File: config.mk
export PLATFORM = sky130hd
export DESIGN_NAME = round_ctrl_flat
export DESIGN_NICKNAME = d
export VERILOG_FILES = /design/src/rtl/round_ctrl_pkg.sv /design/src/rtl/round_ctrl_if.sv /design/src/rtl/round_ctrl_pulse_gen.sv /design/src/rtl/round_ctrl.sv /design/src/flat_wrapper.sv
export SDC_FILE = /design/constraint.sdc
export NUM_CORES = 1
export LEC_CHECK = 0
export ABC_AREA = 1
export CORE_ASPECT_RATIO = 1.25
export CORE_MARGIN = 2
export CORE_UTILIZATION = 41
export DETAILED_ROUTE_END_ITERATION = 10
export PLACE_DENSITY = 0.71
export SLEW_MARGIN = 20
export SYNTH_ARGS = -nofsm -noshare
export SYNTH_HDL_FRONTEND = slang
export SYNTH_SLANG_ARGS = --single-unit
File: constraint.sdc
create_clock -name clk -period 4.5 [get_ports clk]
set_input_delay 1.125 -clock clk [delete_from_list [all_inputs] [get_ports clk]]
set_output_delay 1.125 -clock clk [all_outputs]
set_load 0.03 [all_outputs]
File: src/rtl/round_ctrl_pkg.sv
// Shared definitions for the number-guess round sequencer: state codes,
// tone codes, start-pulse indices and the per-level guess width/mask.
package round_ctrl_pkg;

    typedef enum logic [3:0] {
        ST_IDLE  = 4'd0,
        ST_GREET = 4'd1,
        ST_ARM   = 4'd2,
        ST_COUNT = 4'd3,
        ST_GUESS = 4'd4,
        ST_JUDGE = 4'd5,
        ST_BEEP  = 4'd6,
        ST_WIN   = 4'd7,
        ST_LOSE  = 4'd8
    } state_t;

    localparam logic BEEP_OK  = 1'b0;
    localparam logic BEEP_ERR = 1'b1;

    // Bit positions of the start strobes inside the pulse generator.
    localparam int PG_RAND = 0;
    localparam int PG_CST  = 1;
    localparam int PG_BST  = 2;
    localparam int PG_N    = 3;

    function automatic int unsigned lvl_width(input int unsigned w0, input logic [1:0] lvl);
        return w0 + 32'(lvl);
    endfunction

    function automatic logic [6:0] lvl_mask(input int unsigned w0, input logic [1:0] lvl);
        logic [6:0] ones;
        ones = '1;
        return ones >> (7 - lvl_width(w0, lvl));
    endfunction

endpackage

File: src/rtl/round_ctrl_if.sv
// Pin bundle between the round sequencer and the board top / peripherals.
interface round_ctrl_if;
    logic        en;
    logic        go;
    logic        confirm;
    logic [6:0]  sw;
    logic [6:0]  rand_num;
    logic        cnt_over;
    logic        beep_over;
    logic        rand_st;
    logic        cst;
    logic [2:0]  dz_num;
    logic        bst;
    logic        beep_kind;
    logic [1:0]  disp_num;
    logic [15:0] led;
    logic [1:0]  level;
    logic [3:0]  tries;
    logic        win;
    logic        lose;

    modport slave (
        input  en, go, confirm, sw, rand_num, cnt_over, beep_over,
        output rand_st, cst, dz_num, bst, beep_kind, disp_num, led,
               level, tries, win, lose
    );

    modport master (
        output en, go, confirm, sw, rand_num, cnt_over, beep_over,
        input  rand_st, cst, dz_num, bst, beep_kind, disp_num, led,
               level, tries, win, lose
    );
endinterface

File: src/rtl/round_ctrl_pulse_gen.sv
// Registers the FSM's start requests so each start output is a clean
// one-cycle strobe in the cycle after the request.
module round_ctrl_pulse_gen
    import round_ctrl_pkg::*;
#(
    parameter int N = PG_N
) (
    input  logic         clk,
    input  logic         rst,
    input  logic [N-1:0] req,
    output logic [N-1:0] pulse
);

    always_ff @(posedge clk or posedge rst) begin
        if (rst) pulse <= '0;
        else     pulse <= req;
    end

endmodule

File: src/rtl/round_ctrl.sv
// Game sequencer: starts the random/countdown/buzzer blocks, judges the
// switch guess and tracks level, tries and the win/lose outcome.
module round_ctrl
    import round_ctrl_pkg::*;
#(
    parameter int unsigned MAX_TRIES = 8,
    parameter int unsigned CNT_SECS  = 3,
    parameter int unsigned W0        = 5
) (
    input logic         clk,
    input logic         rst,
    round_ctrl_if.slave bus
);

    state_t          state, state_n;
    logic [1:0]      level;
    logic [3:0]      tries;
    logic [6:0]      target;
    logic [6:0]      guess;
    logic            hit;
    logic            kind_q;
    logic [6:0]      cur_mask;
    logic            judge_hit;
    logic [PG_N-1:0] req, pulse;

    logic clr_all, clr_game, lat_tgt, cap_sw, do_judge, lvl_inc;

    assign cur_mask  = lvl_mask(W0, level);
    assign judge_hit = ((guess & cur_mask) == target);

    always_comb begin
        state_n  = state;
        req      = '0;
        clr_all  = 1'b0;
        clr_game = 1'b0;
        lat_tgt  = 1'b0;
        cap_sw   = 1'b0;
        do_judge = 1'b0;
        lvl_inc  = 1'b0;
        if (!bus.en) begin
            state_n = ST_IDLE;
            clr_all = 1'b1;
        end else if (bus.go && state != ST_IDLE) begin
            state_n       = ST_ARM;
            clr_game      = 1'b1;
            req[PG_RAND]  = 1'b1;
        end else begin
            unique case (state)
                ST_IDLE: state_n = ST_GREET;
                // ARM spends one cycle with rand_st high, then latches the
                // target in the cycle where cst is high.
                ST_ARM: begin
                    if (pulse[PG_RAND]) begin
                        req[PG_CST] = 1'b1;
                    end else begin
                        lat_tgt = 1'b1;
                        state_n = ST_COUNT;
                    end
                end
                ST_COUNT: if (bus.cnt_over) state_n = ST_GUESS;
                ST_GUESS: begin
                    if (bus.confirm) begin
                        cap_sw  = 1'b1;
                        state_n = ST_JUDGE;
                    end
                end
                ST_JUDGE: begin
                    do_judge    = 1'b1;
                    req[PG_BST] = 1'b1;
                    state_n     = ST_BEEP;
                end
                ST_BEEP: begin
                    if (bus.beep_over) begin
                        if (hit) begin
                            if (level == 2'd2) begin
                                state_n = ST_WIN;
                            end else begin
                                lvl_inc      = 1'b1;
                                req[PG_RAND] = 1'b1;
                                state_n      = ST_ARM;
                            end
                        end else if (tries == 4'(MAX_TRIES)) begin
                            state_n = ST_LOSE;
                        end else begin
                            req[PG_CST] = 1'b1;
                            state_n     = ST_COUNT;
                        end
                    end
                end
                default: state_n = state;
            endcase
        end
    end

    always_ff @(posedge clk or posedge rst) begin
        if (rst) begin
            state  <= ST_IDLE;
            level  <= '0;
            tries  <= '0;
            target <= '0;
            guess  <= '0;
            hit    <= 1'b0;
            kind_q <= BEEP_OK;
        end else begin
            state <= state_n;
            if (clr_all || clr_game) begin
                level <= '0;
                tries <= '0;
            end else begin
                if (lvl_inc) level <= level + 2'd1;
                if (do_judge && !judge_hit && tries != 4'(MAX_TRIES))
                    tries <= tries + 4'd1;
            end
            if (clr_all)      target <= '0;
            else if (lat_tgt) target <= bus.rand_num & cur_mask;
            if (cap_sw) guess <= bus.sw;
            if (clr_all) begin
                hit    <= 1'b0;
                kind_q <= BEEP_OK;
            end else if (do_judge) begin
                hit    <= judge_hit;
                kind_q <= judge_hit ? BEEP_OK : BEEP_ERR;
            end
        end
    end

    round_ctrl_pulse_gen #(.N(PG_N)) u_pulse (
        .clk   (clk),
        .rst   (rst),
        .req   (req),
        .pulse (pulse)
    );

    always_comb begin
        case (state)
            ST_IDLE, ST_GREET: bus.disp_num = 2'd0;
            ST_WIN, ST_LOSE:   bus.disp_num = 2'd3;
            default:           bus.disp_num = level + 2'd1;
        endcase
    end

    assign bus.rand_st   = pulse[PG_RAND];
    assign bus.cst       = pulse[PG_CST];
    assign bus.bst       = pulse[PG_BST];
    assign bus.beep_kind = kind_q;
    assign bus.dz_num    = 3'(CNT_SECS);
    assign bus.led       = {9'd0, target};
    assign bus.level     = level;
    assign bus.tries     = tries;
    assign bus.win       = (state == ST_WIN);
    assign bus.lose      = (state == ST_LOSE);

endmodule

File: src/flat_wrapper.sv
// flat-port wrapper written by rule: the top's interface ports become plain ports
module round_ctrl_flat import round_ctrl_pkg::*;
#(
    parameter int unsigned MAX_TRIES = 8,
    parameter int unsigned CNT_SECS  = 3,
    parameter int unsigned W0        = 5
)
  (clk, rst, bus_en, bus_go, bus_confirm, bus_sw, bus_rand_num, bus_cnt_over, bus_beep_over, bus_rand_st, bus_cst, bus_dz_num, bus_bst, bus_beep_kind, bus_disp_num, bus_led, bus_level, bus_tries, bus_win, bus_lose);
  round_ctrl_if bus_i ();
  input logic clk;
  input logic rst;
  input wire logic [$bits(bus_i.en)-1:0] bus_en;
  input wire logic [$bits(bus_i.go)-1:0] bus_go;
  input wire logic [$bits(bus_i.confirm)-1:0] bus_confirm;
  input wire logic [$bits(bus_i.sw)-1:0] bus_sw;
  input wire logic [$bits(bus_i.rand_num)-1:0] bus_rand_num;
  input wire logic [$bits(bus_i.cnt_over)-1:0] bus_cnt_over;
  input wire logic [$bits(bus_i.beep_over)-1:0] bus_beep_over;
  output wire logic [$bits(bus_i.rand_st)-1:0] bus_rand_st;
  output wire logic [$bits(bus_i.cst)-1:0] bus_cst;
  output wire logic [$bits(bus_i.dz_num)-1:0] bus_dz_num;
  output wire logic [$bits(bus_i.bst)-1:0] bus_bst;
  output wire logic [$bits(bus_i.beep_kind)-1:0] bus_beep_kind;
  output wire logic [$bits(bus_i.disp_num)-1:0] bus_disp_num;
  output wire logic [$bits(bus_i.led)-1:0] bus_led;
  output wire logic [$bits(bus_i.level)-1:0] bus_level;
  output wire logic [$bits(bus_i.tries)-1:0] bus_tries;
  output wire logic [$bits(bus_i.win)-1:0] bus_win;
  output wire logic [$bits(bus_i.lose)-1:0] bus_lose;
  assign bus_i.en = bus_en;
  assign bus_i.go = bus_go;
  assign bus_i.confirm = bus_confirm;
  assign bus_i.sw = bus_sw;
  assign bus_i.rand_num = bus_rand_num;
  assign bus_i.cnt_over = bus_cnt_over;
  assign bus_i.beep_over = bus_beep_over;
  assign bus_rand_st = bus_i.rand_st;
  assign bus_cst = bus_i.cst;
  assign bus_dz_num = bus_i.dz_num;
  assign bus_bst = bus_i.bst;
  assign bus_beep_kind = bus_i.beep_kind;
  assign bus_disp_num = bus_i.disp_num;
  assign bus_led = bus_i.led;
  assign bus_level = bus_i.level;
  assign bus_tries = bus_i.tries;
  assign bus_win = bus_i.win;
  assign bus_lose = bus_i.lose;
  round_ctrl #(.MAX_TRIES(MAX_TRIES), .CNT_SECS(CNT_SECS), .W0(W0)) u_core (.clk(clk), .rst(rst), .bus(bus_i));
endmodule
After elaboration in Yosys (flattened, before gate mapping) --
Index checks and enable logic that the tools add are counted.
Word-level totals: logic and storage cells 97, output and inout bits 33, register bits 29, input bits 21
Cells by class: shifts and indexed selects 1, equality and inequality tests 19, mux-type cells 51, bitwise gates (word level) 2, $add $sub $neg 4, reductions and logical operators 12
Operators with widths (count):
- 2-to-1 mux 4 bit | 10
- right shift 7 x 32 -> 7 bit, first input constant | 1
- subtractor 3 x 32 -> 32 bit, first input constant | 1
- 2-to-1 mux 1 bit | 30
- one-hot mux 4 bit (6 select lines) | 1
- == test 4 x 3 -> 1 bit, second input constant | 4
- inequality test 4 x 3 -> 1 bit, second input constant | 4
- AND 7 bit | 2
- 2-to-1 mux 7 bit | 2
- == test 4 x 2 -> 1 bit, second input constant | 2
- == test 4 bit, second input constant | 2
- 2-to-1 mux 2 bit | 4
- inequality test 8 x 1 -> 1 bit, second input constant | 1
- == test 7 bit | 1
- 2-to-1 mux 3 bit | 2
- AND reduction 5 bit | 1
- adder 3 x 2 -> 4 bit, first input constant | 1
- adder 4 x 1 -> 4 bit, second input constant | 1
- == test 4 x 1 -> 1 bit, second input constant | 1
- logical NOT 4 bit | 1
- inequality test 2 x 1 -> 1 bit, second input constant | 2
- inequality test 4 bit, second input constant | 1
- one-hot mux 2 bit (2 select lines) | 1
- nonzero test 2 bit | 2
- 8 further kinds | 11

Depth between registers and ports, before layout --
word-level depth 10, gate-level depth with buffers 12, gate-level depth less buffers 12

By module --
A second synthesis with hierarchy kept.
Unflattened totals: cells, all modules 239, area, all modules 1901.8 µm²
Modules (own cells, without submodules):
- round_ctrl | times used 1, seq. area each 650.6 µm², area each 1823.0 µm², cells an instance 235
- round_ctrl_pulse_gen | times used 1, seq. area each 75.1 µm², area each 78.8 µm², cells an instance 4

Worst setup path before layout --
No wires, ideal clock.
kind reg2out, from register u_core.state[1], to output port bus_disp_num[0], stages on the path, launching flop included 6, setup slack 1554 ps, data required time 3375 ps, data arrival time 1821 ps, path buffers 0, cell sequence dfrtp_1 inv_1 nand2_2 nor3_1 nor2_1 o21ai_0
Between the ends: cells in the longest elaborated chain, start to end 3, elaborated cells between the ends (all ways) 7, those cells by class 3 x eq/ne; 1 x mux; 3 x reduce/logical
RTL lines:
- from (decl) | RTL line round_ctrl.sv:15 | state_t state, state_n;
- from (signal assigned) | RTL line round_ctrl.sv:105 | state <= state_n;
- == test 4 bit
- net bus_lose | RTL line flat_wrapper.sv:29 | output wire logic [$bits(bus_i.lose)-1:0] bus_lose;
- OR reduction 2 bit | RTL line round_ctrl.sv:135 | case (state)
- one-hot mux 2 bit (2 select lines) | RTL line round_ctrl.sv:135
- to (decl) | RTL line flat_wrapper.sv:24 | output wire logic [$bits(bus_i.disp_num)-1:0] bus_disp_num;
The timed path passes the listed nets, and every way through them passes these cells.

Worst setup path in the final report --
from register u_core.state[1], to output port bus_disp_num[0]
Between the ends: cells in the longest elaborated chain, start to end 3, elaborated cells between the ends (all ways) 7, those cells by class 3 x eq/ne; 1 x mux; 3 x reduce/logical
RTL lines (RTL line):
- == test 4 x 3 -> 1 bit (tied with other cells) | round_ctrl.sv:135
- OR reduction 2 bit | round_ctrl.sv:135
- one-hot mux 2 bit (2 select lines) (*) | round_ctrl.sv:135
Every way passes the cells marked *; elsewhere a longest branch is shown, timed or not.

==> results.toml <==
[run_status]
status = "complete, no violations"

[route]
viasPerCell = 4.78
dr.pass1.iters = 4
wl_per_cell_um = 11.7
drc = 0
ant_nets = 0
drtIter0Drc = 47
wirelength_mm = 4.06
via_count = 1655

[global_routing]
antenna_found_initial = 0
grt_pass1_vias = 1546
globalRoute.totalOverflow = 0
grt_usage = 0.174
grt_pass1_wl_mm = 6.92
grt_max_degree = 30

[setup_path]
path_buf_inv = 2
end_kind = "output pin"
cp.arrival_ns = 2.03
worstSetupPathType = "reg -> out"
crit_fanout = 5
r2r_start = "u_core.bus.level[1]"
cp_slowest_stage_delay_ns = 0.69
cp_top_family = "buffers and inverters"
start_kind = "register"
required_ns = 3.38
cp_slowest_cell = "clkdlybuf4s50_1"
cp_cell_sequence = "inv_1 -> nand2_2 -> nor3_1 -> nor2_1 -> o21ai_0 -> clkdlybuf4s50_1"
startpoint = "u_core.state[1]"

[timing]
setup_tns_ns = 0
rsz0062_at_grt = "no"
finalHoldViolCount = 0
setup_viol = 0
finalCriticalPeriod_ns = 3.16
maxSlewViolCount = 0
skew_ns = 0.00389
max_freq_mhz = 317
fin_crit_sh = 0.702

[synthesis]
syn_area_um2 = 1860
ys_seq_area_frac = 0.390
synthSimpleGateAreaFrac = 0.299
synth_xor_area_frac = 0.00942
synth_cells = 243
synth_compound_gate_area_share = 0.118
yosys_warnings = 0
synthMuxAreaShare = 0
yosys.cell_types.count = 30
synth_top_family_by_area = "simple AND/OR/NAND/NOR gates"
synth_fa_ha_area_frac = 0.0336
ys_ff_latch = 29
avgSynthCellArea_um2 = 7.65

[floorplan]
die_x_um = 64.2
die_height_um = 79.3
die_area_um2 = 5090
io_pins = 54
coreArea_um2 = 4390
row_count = 27
initial_core_util = 0.423

[clock_tree]
hold_buffers = 0
ctsLongestPathBuffers = 2
cts-resized-gates = 0
clock-sinks = 29
post_cts_buffers = 0
cts_tree = "built"
insertion_delay_ns = 0.28
cts_root_buffer = "clkbuf_8"
cts-htree-levels = 2
numCtsBuffers = 5
clk_pin_slew_ns = 0.06

[cells_and_area]
filler_cell_count = 419
final_cell_mix = "nand2_1, clkdlybuf4s50_1, inv_1, dfrtp_1, nand3_1"
drive_gt1_frac = 0.101
nets = 313
final_common_cell = "nand2_1"
n_antenna_cell = 0
areaGrowthSynthToFinish_pct = 27.9
stdcell_count = 346

[place]
place_hpwl_mm = 3.11
dp_cells = 338
globalplace.congestion = 0.787
numPortBuffers = 41

[pwr]
finalPower_mw = 0.923
peakVddDrop_mv = 0.195
leakage_nw = 1.18
cellPowerDensity_nw_per_um2 = 388

[worst_hold_path]
hold_path_class = "reg -> reg"
hold_start = "u_core.guess[4]"

[run]
maxCapViolCount = 0
kinds of logic after synthesis:
group                      Yosys count
xor gates and xnor gates             2
and+or+nand+nor                    115
adders and majority gates            5
other                                2
AOI/OAI and AO/OA                   34
buffers and inverters               56
DFF                                 29
cell usage after synthesis:
cell      instances  area share
conb_1            2      0.0040
nand3_1          21       0.057
nor2_4            2       0.012
o31ai_1           1      0.0040
a31oi_1           1      0.0034
nand3b_1          1      0.0040
o22ai_1           4       0.013
dfrtp_1          29        0.39
nand2_4           1      0.0061
o21ai_1           3      0.0081
inv_1            40       0.081
nand3_4           1      0.0094
o21ai_0          13       0.035
o21ai_2           7       0.033
nor2_1           13       0.026
nor3_1            2      0.0054
a21boi_0          1      0.0040
inv_6             1      0.0047
nand4_1          11       0.037
buf_6             1      0.0061
nor2_2            2      0.0067
o21ai_4           1      0.0088
nand3_2           3       0.016
nand2_2           2      0.0067
buf_2             2      0.0054
a21oi_1           3      0.0081
nand2_1          56        0.11
ha_1              5       0.034
buf_4            12       0.048
xor2_1            2      0.0094
metrics by stage:
stage	hold WS, ns	utilization	worst slack (ns)	cell area [um2]
2_1_floorplan	0.478	-	1.55	1900
3_3_place_gp	0.491	0.518	1.68	2280
3_5_place_dp	0.496	0.518	1.64	2280
4_1_cts	0.512	0.541	1.33	2380
5_1_grt	0.547	0.541	1.19	2380
6_report	0.509	0.541	1.34	2380
worst register-to-register path, cell delays in order, from the launching register on:
cell,delay (ns)
dfrtp_1,0.43
ha_1,0.21
inv_1,0.26
nand3_1,0.11
nand2_1,0.08
nand2_1,0.06
nor2_1,0.15
nand2_1,0.18
nand3_2,0.14
nand3_1,0.08
nand2_1,0.06
final timing paths:
kind | slack [ns] | cells past startpoint | endpoint
max | 1.34 | 6 | bus_disp_num[0]
min | 0.51 | 2 | u_core.guess[4]
max reg2reg | 2.66 | 10 | u_core.bus.tries[2]
min reg2reg | 0.51 | 2 | u_core.guess[4]
max in group asynchronous | 2.99 | 3 | u_core.guess[5]
min in group asynchronous | 1.22 | 3 | u_core.u_pulse.pulse[2]
final cells by class:
cell class              instances  area, um2  share of cell area
clock buffers                   7       96.3              0.0405
inverters                      41        159              0.0668
multi-input cells             168        901               0.379
repair buffers                 42        418               0.176
flip-flops and latches         29        726               0.305
well taps                      58       72.6              0.0305
clock inverters                 1       5.00             0.00211
sequential cells by signal, summed over array words and instances, names as in the netlist:
signal and cells:
u_core.state 4, u_core.guess 7, u_core.bus.tries 4, u_core.bus.beep_kind 1, u_core.bus.level 2, u_core.u_pulse.pulse 3, u_core.target 7, u_core.hit 1
metal layers:
layer,global-route usage,vias to the layer above,wire length [um]
met5,0,-,0
met4,0.0574,0,40
met3,0.0354,6,169
met2,0.315,46,2180
met1,0.203,756,1670
li1,-,847,-
power by group:
| group | switching [mW] | internal, mW | total [mW] |
|---|---|---|---|
| registers | 0.0336 | 0.292 | 0.326 |
| logic | 0.236 | 0.122 | 0.358 |
| clock network | 0.101 | 0.138 | 0.239 |
| total | 0.371 | 0.552 | 0.923 |
No activity file was read; power rests on OpenSTA's default activity.
